$ cat src/rtl/arb_req_pkg.sv
// Shared state encoding, default sizes and helpers for the arbiter requester agent.
package arb_req_pkg;

  typedef enum logic [1:0] {
    ST_IDLE    = 2'd0,
    ST_REQ     = 2'd1,
    ST_XFER    = 2'd2,
    ST_RELEASE = 2'd3
  } state_t;

  localparam int DEF_FIFO_DEPTH  = 8;
  localparam int DEF_TIMEOUT_CYC = 64;

  function automatic int clog2(input int value);
    int result = 0;
    while ((1 << result) < value) result++;
    return result;
  endfunction

endpackage

$ cat src/rtl/arb_req_fifo.sv
// Beat buffer of {data, last} that also counts complete packets and forces
// last on a non-last beat that would fill the buffer with no packet inside.
module arb_req_fifo
  import arb_req_pkg::*;
#(
  parameter int DATA_W = 32,
  parameter int DEPTH  = DEF_FIFO_DEPTH,
  localparam int AW    = clog2(DEPTH)
) (
  input  logic              clk,
  input  logic              rst_n,
  input  logic              push,
  input  logic [DATA_W-1:0] push_data,
  input  logic              push_last,
  input  logic              pop,
  output logic [DATA_W-1:0] head_data,
  output logic              head_last,
  output logic [AW:0]       count,
  output logic              full,
  output logic              empty,
  output logic [AW:0]       pkt_cnt,
  output logic              trunc
);

  localparam logic [AW:0] FULL_CNT   = (AW+1)'(DEPTH);
  localparam logic [AW:0] ALMOST_CNT = FULL_CNT - 1'b1;

  logic [DATA_W:0] mem [DEPTH];
  logic [AW-1:0]   wr_ptr;
  logic [AW-1:0]   rd_ptr;
  logic            store_last;
  logic            pkt_inc;
  logic            pkt_dec;

  assign full       = (count == FULL_CNT);
  assign empty      = (count == '0);
  assign trunc      = push && !push_last && !pop && (count == ALMOST_CNT) && (pkt_cnt == '0);
  assign store_last = push_last | trunc;
  assign head_data  = mem[rd_ptr][DATA_W:1];
  assign head_last  = mem[rd_ptr][0];
  assign pkt_inc    = push & store_last;
  assign pkt_dec    = pop & head_last;

  // Storage needs no reset: pointers and counts define what is valid.
  always_ff @(posedge clk) begin
    if (push) mem[wr_ptr] <= {push_data, store_last};
  end

  always_ff @(posedge clk or negedge rst_n) begin
    if (!rst_n) begin
      wr_ptr  <= '0;
      rd_ptr  <= '0;
      count   <= '0;
      pkt_cnt <= '0;
    end else begin
      if (push) wr_ptr <= wr_ptr + 1'b1;
      if (pop)  rd_ptr <= rd_ptr + 1'b1;
      case ({push, pop})
        2'b10:   count <= count + 1'b1;
        2'b01:   count <= count - 1'b1;
        default: count <= count;
      endcase
      case ({pkt_inc, pkt_dec})
        2'b10:   pkt_cnt <= pkt_cnt + 1'b1;
        2'b01:   pkt_cnt <= pkt_cnt - 1'b1;
        default: pkt_cnt <= pkt_cnt;
      endcase
    end
  end

endmodule

$ cat src/rtl/arb_req_agent.sv
// Requester agent: buffers packets, requests the arbiter and streams a packet while granted.
// Optional request-wait timeout flag is built when ARB_REQ_TIMEOUT_EN is defined.
module arb_req_agent
  import arb_req_pkg::*;
#(
  parameter int DATA_W      = 32,
  parameter int FIFO_DEPTH  = DEF_FIFO_DEPTH,
  parameter int TIMEOUT_CYC = DEF_TIMEOUT_CYC
) (
  input  logic              clk,
  input  logic              rst_n,
  input  logic              s_valid,
  output logic              s_ready,
  input  logic [DATA_W-1:0] s_data,
  input  logic              s_last,
  output logic              req,
  input  logic              grant,
  output logic              bus_valid,
  output logic [DATA_W-1:0] bus_data,
  output logic              bus_last,
  output logic              busy,
  input  logic              err_clr,
  output logic              trunc_err,
  output logic              grant_lost_err,
  output logic              req_timeout
);

  localparam int AW = clog2(FIFO_DEPTH);

  state_t            state_q;
  state_t            state_d;
  logic              req_d;
  logic              push;
  logic              pop;
  logic              fifo_full;
  logic              fifo_empty;
  logic              head_last;
  logic              trunc;
  logic              grant_lost_set;
  logic [DATA_W-1:0] head_data;
  logic [AW:0]       unused_fifo_count;
  logic [AW:0]       pkt_cnt;

  assign s_ready = !fifo_full;
  assign push    = s_valid & s_ready;

  arb_req_fifo #(
    .DATA_W (DATA_W),
    .DEPTH  (FIFO_DEPTH)
  ) u_fifo (
    .clk       (clk),
    .rst_n     (rst_n),
    .push      (push),
    .push_data (s_data),
    .push_last (s_last),
    .pop       (pop),
    .head_data (head_data),
    .head_last (head_last),
    .count     (unused_fifo_count),
    .full      (fifo_full),
    .empty     (fifo_empty),
    .pkt_cnt   (pkt_cnt),
    .trunc     (trunc)
  );

  always_ff @(posedge clk or negedge rst_n) begin
    if (!rst_n) begin
      state_q <= ST_IDLE;
      req     <= 1'b0;
    end else begin
      state_q <= state_d;
      req     <= req_d;
    end
  end

  // Bus beats appear only in XFER while granted, so the extra grant cycle after release is ignored.
  always_comb begin
    state_d        = state_q;
    req_d          = req;
    bus_valid      = 1'b0;
    pop            = 1'b0;
    grant_lost_set = 1'b0;
    case (state_q)
      ST_IDLE: begin
        if (pkt_cnt != '0) begin
          state_d = ST_REQ;
          req_d   = 1'b1;
        end
      end
      ST_REQ: begin
        req_d = 1'b1;
        if (grant) state_d = ST_XFER;
      end
      ST_XFER: begin
        if (grant) begin
          bus_valid = !fifo_empty;
          pop       = !fifo_empty;
          if (!fifo_empty && head_last) begin
            req_d   = 1'b0;
            state_d = ST_RELEASE;
          end
        end else begin
          grant_lost_set = 1'b1;
          state_d        = ST_REQ;
        end
      end
      ST_RELEASE: begin
        req_d = 1'b0;
        if (!grant) state_d = ST_IDLE;
      end
      default: begin
        state_d = ST_IDLE;
        req_d   = 1'b0;
      end
    endcase
  end

  assign bus_data = head_data;
  assign bus_last = bus_valid & head_last;
  assign busy     = (state_q != ST_IDLE);

  always_ff @(posedge clk or negedge rst_n) begin
    if (!rst_n) begin
      trunc_err      <= 1'b0;
      grant_lost_err <= 1'b0;
    end else begin
      if (trunc)        trunc_err <= 1'b1;
      else if (err_clr) trunc_err <= 1'b0;
      if (grant_lost_set) grant_lost_err <= 1'b1;
      else if (err_clr)   grant_lost_err <= 1'b0;
    end
  end

`ifdef ARB_REQ_TIMEOUT_EN
  localparam int            TW      = clog2(TIMEOUT_CYC) + 1;
  localparam logic [TW-1:0] TO_LAST = TW'(TIMEOUT_CYC - 1);

  logic [TW-1:0] wait_cnt;
  logic          timeout_q;

  // The wait counter restarts on every REQ entry and saturates; the request is never withdrawn.
  always_ff @(posedge clk or negedge rst_n) begin
    if (!rst_n) begin
      wait_cnt  <= '0;
      timeout_q <= 1'b0;
    end else begin
      if (state_q != ST_REQ)      wait_cnt <= '0;
      else if (wait_cnt != TO_LAST) wait_cnt <= wait_cnt + 1'b1;
      if ((state_q == ST_REQ) && (wait_cnt == TO_LAST)) timeout_q <= 1'b1;
      else if (err_clr)                                  timeout_q <= 1'b0;
    end
  end

  assign req_timeout = timeout_q;
`else
  assign req_timeout = 1'b0 & (TIMEOUT_CYC > 0);
`endif

endmodule

$ cat config.mk
export PLATFORM = sky130hd
export DESIGN_NAME = arb_req_agent
export DESIGN_NICKNAME = d
export VERILOG_FILES = /design/src/rtl/arb_req_pkg.sv /design/src/rtl/arb_req_fifo.sv /design/src/rtl/arb_req_agent.sv
export SDC_FILE = /design/constraint.sdc
export NUM_CORES = 1
export LEC_CHECK = 0
export CAP_MARGIN = 10
export CORE_MARGIN = 1
export CORE_UTILIZATION = 29
export DETAILED_ROUTE_END_ITERATION = 10
export HOLD_SLACK_MARGIN = 0.05
export PLACE_DENSITY = 0.43
export SLEW_MARGIN = 15
export SYNTH_ARGS = -nofsm -noshare
export SYNTH_HDL_FRONTEND = slang
export SYNTH_SLANG_ARGS = --single-unit
$ cat constraint.sdc
create_clock -name clk -period 6.1 [get_ports clk]
set_clock_uncertainty 0.15 [all_clocks]
set_input_delay 0.915 -clock clk [delete_from_list [all_inputs] [get_ports clk]]
set_output_delay 0.915 -clock clk [all_outputs]
set_load 0.05 [all_outputs]
* Word-level counts from Yosys, hierarchy flattened *
Memory sizes are Yosys's and may differ from the RTL's.
Index checks and enable logic that the tools add are counted.

cells by class
  divide/modulo/power cells = 0
  magnitude comparators = 0
  add/sub/neg operators = 6
  bitwise operators = 4
  muxes and demuxes = 21
  equal/unequal tests = 15
  multiply operators = 0
  reductions and logical operators = 20
  shifts and indexed selects = 0

operators with widths
  cell                 count
  $pmux 4 s2           2
  $mux 1               12
  $mux 2               5
  $ne 2x2->1 const B   5
  $reduce_bool 2->1    5
  $add 4x1->4 const B  2
  $eq 2x2->1 const B   4
  $logic_not 4->1      2
  $pmux 2 s4           1
  $sub 4x1->4 const B  2
  $add 3x1->3 const B  2
  $eq 2x1->1 const B   3
  $logic_and 1x1->1    5
  $eq 4x3->1 const B   1
  $eq 4x4->1 const B   1
  $logic_not 1->1      4
  $pmux 1 s4           1
  $reduce_and 4->1     1
  $reduce_bool 4->1    1
  $and 1x1->1          3
  $ne 3x3->1 const B   1
  $reduce_and 3->1     1
  $logic_not 2->1      1
  $or 1x1->1           1

storage, ports and cells
  memories = 1
  bits of input ports = 38
  ROM bits = 0
  memory bits (writable) = 264
  register bits = 19
  bits in latches = 0
  output and inout port bits = 40

memory list
  memory      words  bits a word  read ports  clocked after Yosys merged registers in  wr ports  line                source
  u_fifo.mem  8      33           1           0                                        1         arb_req_fifo.sv:28  logic [DATA_W:0] mem [DEPTH];

* Longest topological paths before layout *
Gate-level depths: netlist of run 1.

  word-level depth = 12
  mapped depth = 13
  gate-level depth less buffers = 10

* Cells and area by module *
A second synthesis of run 1 with hierarchy kept.

unflattened totals
  cell total of the unflattened synthesis = 510
  area total of the unflattened synthesis = 11205.7 um^2

by module, submodules not included
  module         times used  area an instance (um^2)  cells an instance
  arb_req_fifo   1           10923.0                  482
  arb_req_agent  1           282.8                    28

* Worst setup path before layout of run 1 *
Ideal clock, no wire load.

  path kind = input-to-reg
  start = input s_valid
  end = memory u_fifo.mem[0][0] in the netlist's numbering (enable)
  slack = 0.851 ns
  data required time = 5.444 ns
  setup time = 0.506 ns
  buffers on the path = 0
  stages = 3
  arrival time = 4.593 ns
  path through = a21boi_1 -> inv_1 -> nor4_1

between the ends
  word-level cells in the longest chain between the ends = 3

RTL lines
  what                          line                 source
  from (decl)                   arb_req_agent.sv:12  input logic s_valid,
  $and 1x1->1                   arb_req_agent.sv:45  assign push = s_valid & s_ready;
  $mux 1                        arb_req_fifo.sv:46   if (push) mem[wr_ptr] <= {push_data, store_last};
  $mux 1 (not written as such)  arb_req_fifo.sv:46
  to (decl)                     arb_req_fifo.sv:28

No other way between the ends.

* Worst setup path in the final report of run 1 *
  start = register u_fifo.rd_ptr[0]
  end = output bus_data[4]

between the ends
  word-level cells in the longest chain between the ends = 1

RTL lines
  what                    line                 source
  from (decl)             arb_req_fifo.sv:30   logic [AW-1:0] rd_ptr;
  from (signal assigned)  arb_req_fifo.sv:57   if (pop) rd_ptr <= rd_ptr + 1'b1;
  $mem_v2 8x33            -
  to (decl)               arb_req_agent.sv:19  output logic [DATA_W-1:0] bus_data,

No other way between the ends.

==> reports/metrics.cfg, run 1 <==
[finish]
final_util=0.355
area_delta_synth_final_pct=20.9
multi_input_area_mm2=0.00251
fillers=3460
antenna_cells=0
fin_nets=649
seq_area_mm2=0.00841
design_area_mm2=0.0133
drive_above_1_share=0.257

[worst_hold_path]
holdPathEnd=u_fifo.pkt_cnt[3]
hp-start=u_fifo.pkt_cnt[3]
hp-class=reg -> reg
hold_depth=1

[clock_tree]
numCtsBuffers=30
clkLatencyLatePin_ns=0.54
htreeDepth=1
post_cts_buffers=0
cts_sinks=283
cts_buffer_depth=3
cts_tree=yes
postCtsHoldBufs=0
clk_pin_slew_ns=0.06
cts-root-buf=clkbuf_16
ctsResizeCount=0

[pwr]
p_switching_mw=2.33
p_int_mw=4.42
power_frac_comb=0.343
clkPwrFrac=0.244
ir_drop_uv=238
swShare=0.345
p_seq_frac=0.413
leakage_nw=4.27
powerDensity_mw_per_mm2=506

[detailed_routing]
post_drt_wl_per_cell_um=20.8
via_count=5128
routed_wl_mm=23.6
dr.pass1.iters=7
drtAntennaViolNets=0
drc=0
drtIter0Drc=266
via_per_inst=4.53

[global_routing]
track_usage=0.125
grt-ovfl-total=0
grt_start_max_net_pins=71
grt_pass1_vias=5642
grt_pass1_wl_mm=35.4
antenna_found_initial=1

[worst_setup_path]
worstPathArrival_ns=3.59
rr_startpoint=u_fifo.rd_ptr[2]
path_cells=buf_4 > mux4_2 > mux2_2 > clkdlybuf4s50_1
start_kind=register
cp_slowest_stage_delay_ns=1.05
cpMaxStageDelayCell=dfrtp_4
critical_path_class=reg -> out
cp-end-kind=output port
ff2ff_path_depth=11
crit_fanout=44
ff2ff_setup_slack_ns=2.44
path_buf_inv=2
cp_top_family=buffers and inverters
cp.required_ns=5.03
r2r-end=u_fifo.pkt_cnt[3]

[synthesis]
yosysSeqAreaShare=0.761
syn_inst=503
synth_nets=551
yosys.area.top_type=edfxtp_1
yosysUniqueCellTypes=37
netlist_top_cells_area=edfxtp_1 72%, mux4_2 13%, dfrtp_1 4.3%
synth_area_per_cell_um2=22.0
synth-seq-cells=283
netlist.area_leader.share=0.718
yosysWarnings=0
syn_area_mm2=0.0110

[die]
die_y_um=197
placementRows=71
dieArea_mm2=0.0389
pin_count=78
start_util=0.294
die_w_um=197
core_mm2=0.0376

[sta]
final.period_utilization=0.763
clock.fmax_ghz=0.215
finalSetupViolCount=0
rsz0062_at_grt=no
slew_viol_final=0
fin_crit_ns=4.66
fin_setup_tns_ns=0
relSlewSlack=0.286
hold_viol=0
worst_pin_slew_ns=1.07
whs_ns=0.332
setup_ws_ns=1.44

[placed_design]
port_buffers=76
dpl_cell_area_mm2=0.0125
place_ws_ns=1.93
place_hpwl_mm=13.0
gp_congestion=0.679

[status]
status=complete, no violations

[flow_run]
maxCapViolCount=0

logic make-up (layout without fill, tap and decap cells):
| family | count (synthesis) | after routing | synth area share |
|---|---|---|---|
| muxes | 106 | 106 | 0.172 |
| DFF | 283 | 283 | 0.761 |
| buffers and inverters | 34 | 153 | 0.0161 |
| and+or+nand+nor | 44 | 44 | 0.0195 |
| AOI/OAI and AO/OA | 15 | 15 | 0.00997 |
| other | 1 | 1 | 0.000340 |
| adders and majority gates | 10 | 10 | 0.0127 |
| xor gates and xnor gates | 10 | 10 | 0.00793 |
sequential cells by signal (all words and copies together) (netlist names):
register and count:
u_fifo.wr_ptr 3, u_fifo.mem 264, grant_lost_err 1, u_fifo.pkt_cnt 4, req 1, state_q 2, u_fifo.count 4, u_fifo.rd_ptr 3
trunc_err 1
cells in the mapped netlist:
cell type  number
nand3_1         2
a221oi_2        1
conb_1          1
ha_1            8
mux4_2         64
nor2b_1         1
buf_1           1
buf_2           8
mux2_2         34
mux2i_1         8
clkbuf_1       10
xor2_1          4
nor3_1          5
and2_1          2
edfxtp_1      264
o21ai_0         4
nor4_1          3
nand2b_1        3
dfrtp_1        19
o21a_1          1
a21boi_1        1
nand4b_1        1
fa_1            2
inv_1          11
o211a_1         1
a21o_1          2
xnor2_1         6
nor4bb_1        1
nand2_1        11
nand3b_1        2
a22oi_1         1
o2111ai_1       1
a21oi_1         2
o32ai_1         1
nor2_1         13
buf_12          2
buf_4           2
cell usage in the layout, fill, tap and decap left out, types with 4 or more instances in the layout:
master           Yosys  layout
o21ai_0              4       4
ha_1                 8       8
clkdlybuf4s50_1      0      76
mux2i_1              8       8
inv_1               11      11
buf_4                2      13
nor3_2               0       4
mux4_2              64      64
clkbuf_16            0      30
edfxtp_1           264     264
clkinv_1             0       4
xor2_1               4       4
xnor2_1              6       6
dfrtp_1             19      16
clkinv_2             0       4
clkbuf_1            10      12
nor2_1              13      10
mux2_2              34      34
nand2_1             11      11
cell type report:
cell class | count | share of cell area
sequential | 283 | 0.630
multi-input combinational | 186 | 0.188
timing repair buffer | 89 | 0.0643
clock buffer | 42 | 0.0596
tap | 511 | 0.0479
clock inverter | 11 | 0.00666
inverter | 11 | 0.00309
metrics by stage:
stage                     total power [mW]  std cells
final                                 6.75       1133
after detailed placement              5.21       1080
after global routing                  7.09       1133
after global placement                5.16       1080
after floorplan                       4.42        503
after CTS                             6.88       1133
per-layer routing:
metal | vias up | wire (um) | global-route usage
li1 | 2256 | - | -
met1 | 2734 | 10500 | 0.164
met2 | 101 | 11600 | 0.212
met3 | 35 | 1150 | 0.0253
met4 | 2 | 350 | 0.0278
met5 | - | 12 | 0
worst max path at each step:
stage                            end        startpoint  slack [ns]  cells past startpoint
floorplan           u_fifo.mem[0][0]           s_valid        0.85                      3
global placement        bus_data[31]  u_fifo.rd_ptr[0]        1.94                      4
detailed placement      bus_data[31]  u_fifo.rd_ptr[0]        1.93                      4
CTS                     bus_data[29]  u_fifo.rd_ptr[0]        1.34                      4
global route            bus_data[11]  u_fifo.rd_ptr[0]        1.21                      4
finish                   bus_data[4]  u_fifo.rd_ptr[0]        1.44                      4
power by group through the flow:
stage	logic (mW)	registers (mW)	clock network, mW
after floorplan	1.81	2.61	0
after global placement	2.34	2.83	0
after detailed placement	2.36	2.85	0
after CTS	2.37	2.81	1.69
after global routing	2.47	2.85	1.78
final	2.31	2.79	1.64
No activity file was read; power rests on OpenSTA's default activity.
==> inputs of run 2 (changes only) <==
- PLACE_DENSITY: 0.43 -> 0.45
- clock period: 6.1 -> 4 ns (I/O delays scaled with it)
==> run 2 against run 1 <==
  * Die area unchanged
  * Design area up 2.4%
  * First-iteration DRC count up 20%
  * Sequential power up 46%
  * Power up 59%
  * Routed wire length down 1.0%
  * Count of clock-buffer cells in the layout down 2
  * Worst setup slack worse by 1.2 ns
  * Worst hold slack better by 0.010 ns
  * Highest routed layer unchanged
==> reports/metrics.cfg, run 2 (synthesis gave the netlist of run 1 again) <==
[status]
status=complete, no violations  ; unchanged

[clock_tree]
postCtsHoldBufs=0  ; unchanged
htreeDepth=1  ; unchanged
numCtsBuffers=31  ; was 30
cts_sinks=283  ; unchanged
cts_buffer_depth=3  ; unchanged
clk_pin_slew_ns=0.06  ; about the same
cts_tree=yes  ; unchanged
cts-root-buf=clkbuf_16  ; unchanged
clkLatencyLatePin_ns=0.55  ; was 0.54 ns

[worst_hold_path]
hp-class=reg -> reg  ; unchanged

[worst_setup_path]
cpMaxStageDelayCell=clkdlybuf4s50_1  ; was dfrtp_4
cp.required_ns=3.25  ; was 5.03 ns
cp_top_family=buffers and inverters  ; unchanged
path_cells=buf_12 > mux4_2 > mux2_2 > clkdlybuf4s50_1  ; was buf_4 > mux4_2 > mux2_2 > clkdlybuf4s50_1
start_kind=register  ; unchanged
cp-end-kind=output port  ; unchanged
worstPathArrival_ns=3.01  ; was 3.59 ns
cp_slowest_stage_delay_ns=0.71  ; was 1.05 ns
crit_fanout=24  ; was 44
path_buf_inv=2  ; unchanged
critical_path_class=reg -> out  ; unchanged

[detailed_routing]
via_per_inst=4.52  ; was 4.53
drc=0  ; unchanged
post_drt_wl_per_cell_um=20.4  ; was 20.8 um
dr.pass1.iters=6  ; was 7
drtIter0Drc=318  ; was 266
routed_wl_mm=23.3  ; was 23.6 mm
via_count=5169  ; was 5,128
drtAntennaViolNets=0  ; unchanged

[pwr]
powerDensity_mw_per_mm2=784  ; was 506 mW/mm2
leakage_nw=4.42  ; was 4.27 nW
ir_drop_uv=415  ; was 238 uV

[placed_design]
dpl_cell_area_mm2=0.0126  ; was 0.0125 mm2
gp_congestion=0.681  ; was 0.679
port_buffers=76  ; unchanged
place_ws_ns=0.467  ; was 1.93 ns
place_hpwl_mm=12.9  ; was 13.0 mm

[global_routing]
use_met1=0.160  ; was 0.164
busiest_layer=met2  ; unchanged
grt_pass1_vias=5667  ; was 5,642
grt_pass1_wl_mm=35.4  ; about the same
use_met2=0.211  ; was 0.212
use_met3=0.0265  ; was 0.0253
grt-ovfl-total=0  ; unchanged
track_usage=0.124  ; was 0.125
antenna_found_initial=2  ; was 1
grt_start_max_net_pins=34  ; was 71

[finish]
largest_register_ffs=264  ; unchanged
final_util=0.364  ; was 0.355
design_area_mm2=0.0137  ; was 0.0133 mm2
fin_nets=657  ; was 649
antenna_cells=0  ; unchanged
largestRegisters=u_fifo.mem x264, u_fifo.count x4, u_fifo.pkt_cnt x4  ; unchanged
top_register=u_fifo.mem  ; unchanged
drive_above_1_share=0.280  ; was 0.257
area_delta_synth_final_pct=23.8  ; was 20.9%
mostFrequentLayoutCells=264 x edfxtp_1, 75 x clkdlybuf4s50_1, 64 x mux4_2, 34 x mux2_2, 31 x clkbuf_16  ; was 264 x edfxtp_1, 76 x clkdlybuf4s50_1, 64 x mux4_2, 34 x mux2_2, 30 x clkbuf_16
final_common_cell=edfxtp_1  ; unchanged

[die]
dieArea_mm2=0.0389  ; unchanged
placementRows=71  ; unchanged
die_w_um=197  ; unchanged
start_util=0.294  ; unchanged
core_mm2=0.0376  ; unchanged
pin_count=78  ; unchanged
die_y_um=197  ; unchanged

[sta]
clock.fmax_ghz=0.266
final.period_utilization=0.940
worst_pin_slew_ns=0.928  ; was 1.07 ns
finalSetupViolCount=0  ; unchanged
setup_ws_ns=0.240  ; was 1.44 ns
fin_setup_tns_ns=0  ; unchanged
hold_viol=0  ; unchanged
fin_crit_ns=3.76
slew_viol_final=0  ; unchanged
relSlewSlack=0.380  ; was 0.286
rsz0062_at_grt=no  ; unchanged

[flow_run]
maxCapViolCount=0  ; unchanged

-- run 2: changes by cell type in the layout (fill, tap and decap cells not counted), sizes merged --
| cell | delta |
|---|---|
| buf | +7 |
| bufinv | +2 |
| clkbuf | -2 |
| clkinvlp | +2 |
| inv | +2 |
| clkdlybuf4s50 | -1 |
| dlygate4sd2 | +1 |
-- run 2: path summary, 6_finish.rpt --
kind / start / to / slack, ns / cells after the start
worst min register to register: u_fifo.pkt_cnt[3] / u_fifo.pkt_cnt[3] / 0.34 / 1
worst min-delay path: u_fifo.pkt_cnt[3] / u_fifo.pkt_cnt[3] / 0.34 / 1
min in group asynchronous: rst_n / u_fifo.pkt_cnt[3] / 0.42 / 1
worst max-delay path: u_fifo.rd_ptr[0] / bus_data[9] / 0.24 / 4
max in group asynchronous: rst_n / u_fifo.rd_ptr[1] / 2.60 / 1
worst max register to register: u_fifo.rd_ptr[1] / u_fifo.pkt_cnt[3] / 0.81 / 11
-- run 2: power by group --
| group | switching, mW | internal, mW | total, mW |
|---|---|---|---|
| registers | 0.326 | 3.75 | 4.08 |
| logic | 2.18 | 1.67 | 3.85 |
| clock network | 1.13 | 1.66 | 2.79 |
| total | 3.63 | 7.08 | 10.7 |
-- run 2: cell type report --
type                            count  area, um2
Multi-Input combinational cell    186       2520
Sequential cell                   283       8410
Tap cell                          511        639
Inverter                           11       41.3
Clock inverter                     17        183
Timing Repair Buffer               96       1040
Fill cell                        3458      23900
Clock buffer                       40        830
-- run 2: metal layers --
layer,vias up,routed length (um)
li1,2287,-
met3,39,955
met2,98,11700
met1,2741,10200
met4,4,451
met5,-,24
-- run 2: through the flow --
| stage | hold WS [ns] | power (mW) | instances |
|---|---|---|---|
| 2_1_floorplan | 0.154 | 6.74 | 503 |
| 3_3_place_gp | 0.317 | 7.97 | 1085 |
| 3_5_place_dp | 0.334 | 8.04 | 1085 |
| 4_1_cts | 0.346 | 10.9 | 1144 |
| 5_1_grt | 0.364 | 11.2 | 1144 |
| 6_report | 0.343 | 10.7 | 1144 |
-- run 2: what timing repair did --
item	in CTS	in global routing
buffers inserted	2	0
endpoints found under the setup margin	6	0
gates resized for setup	1	0
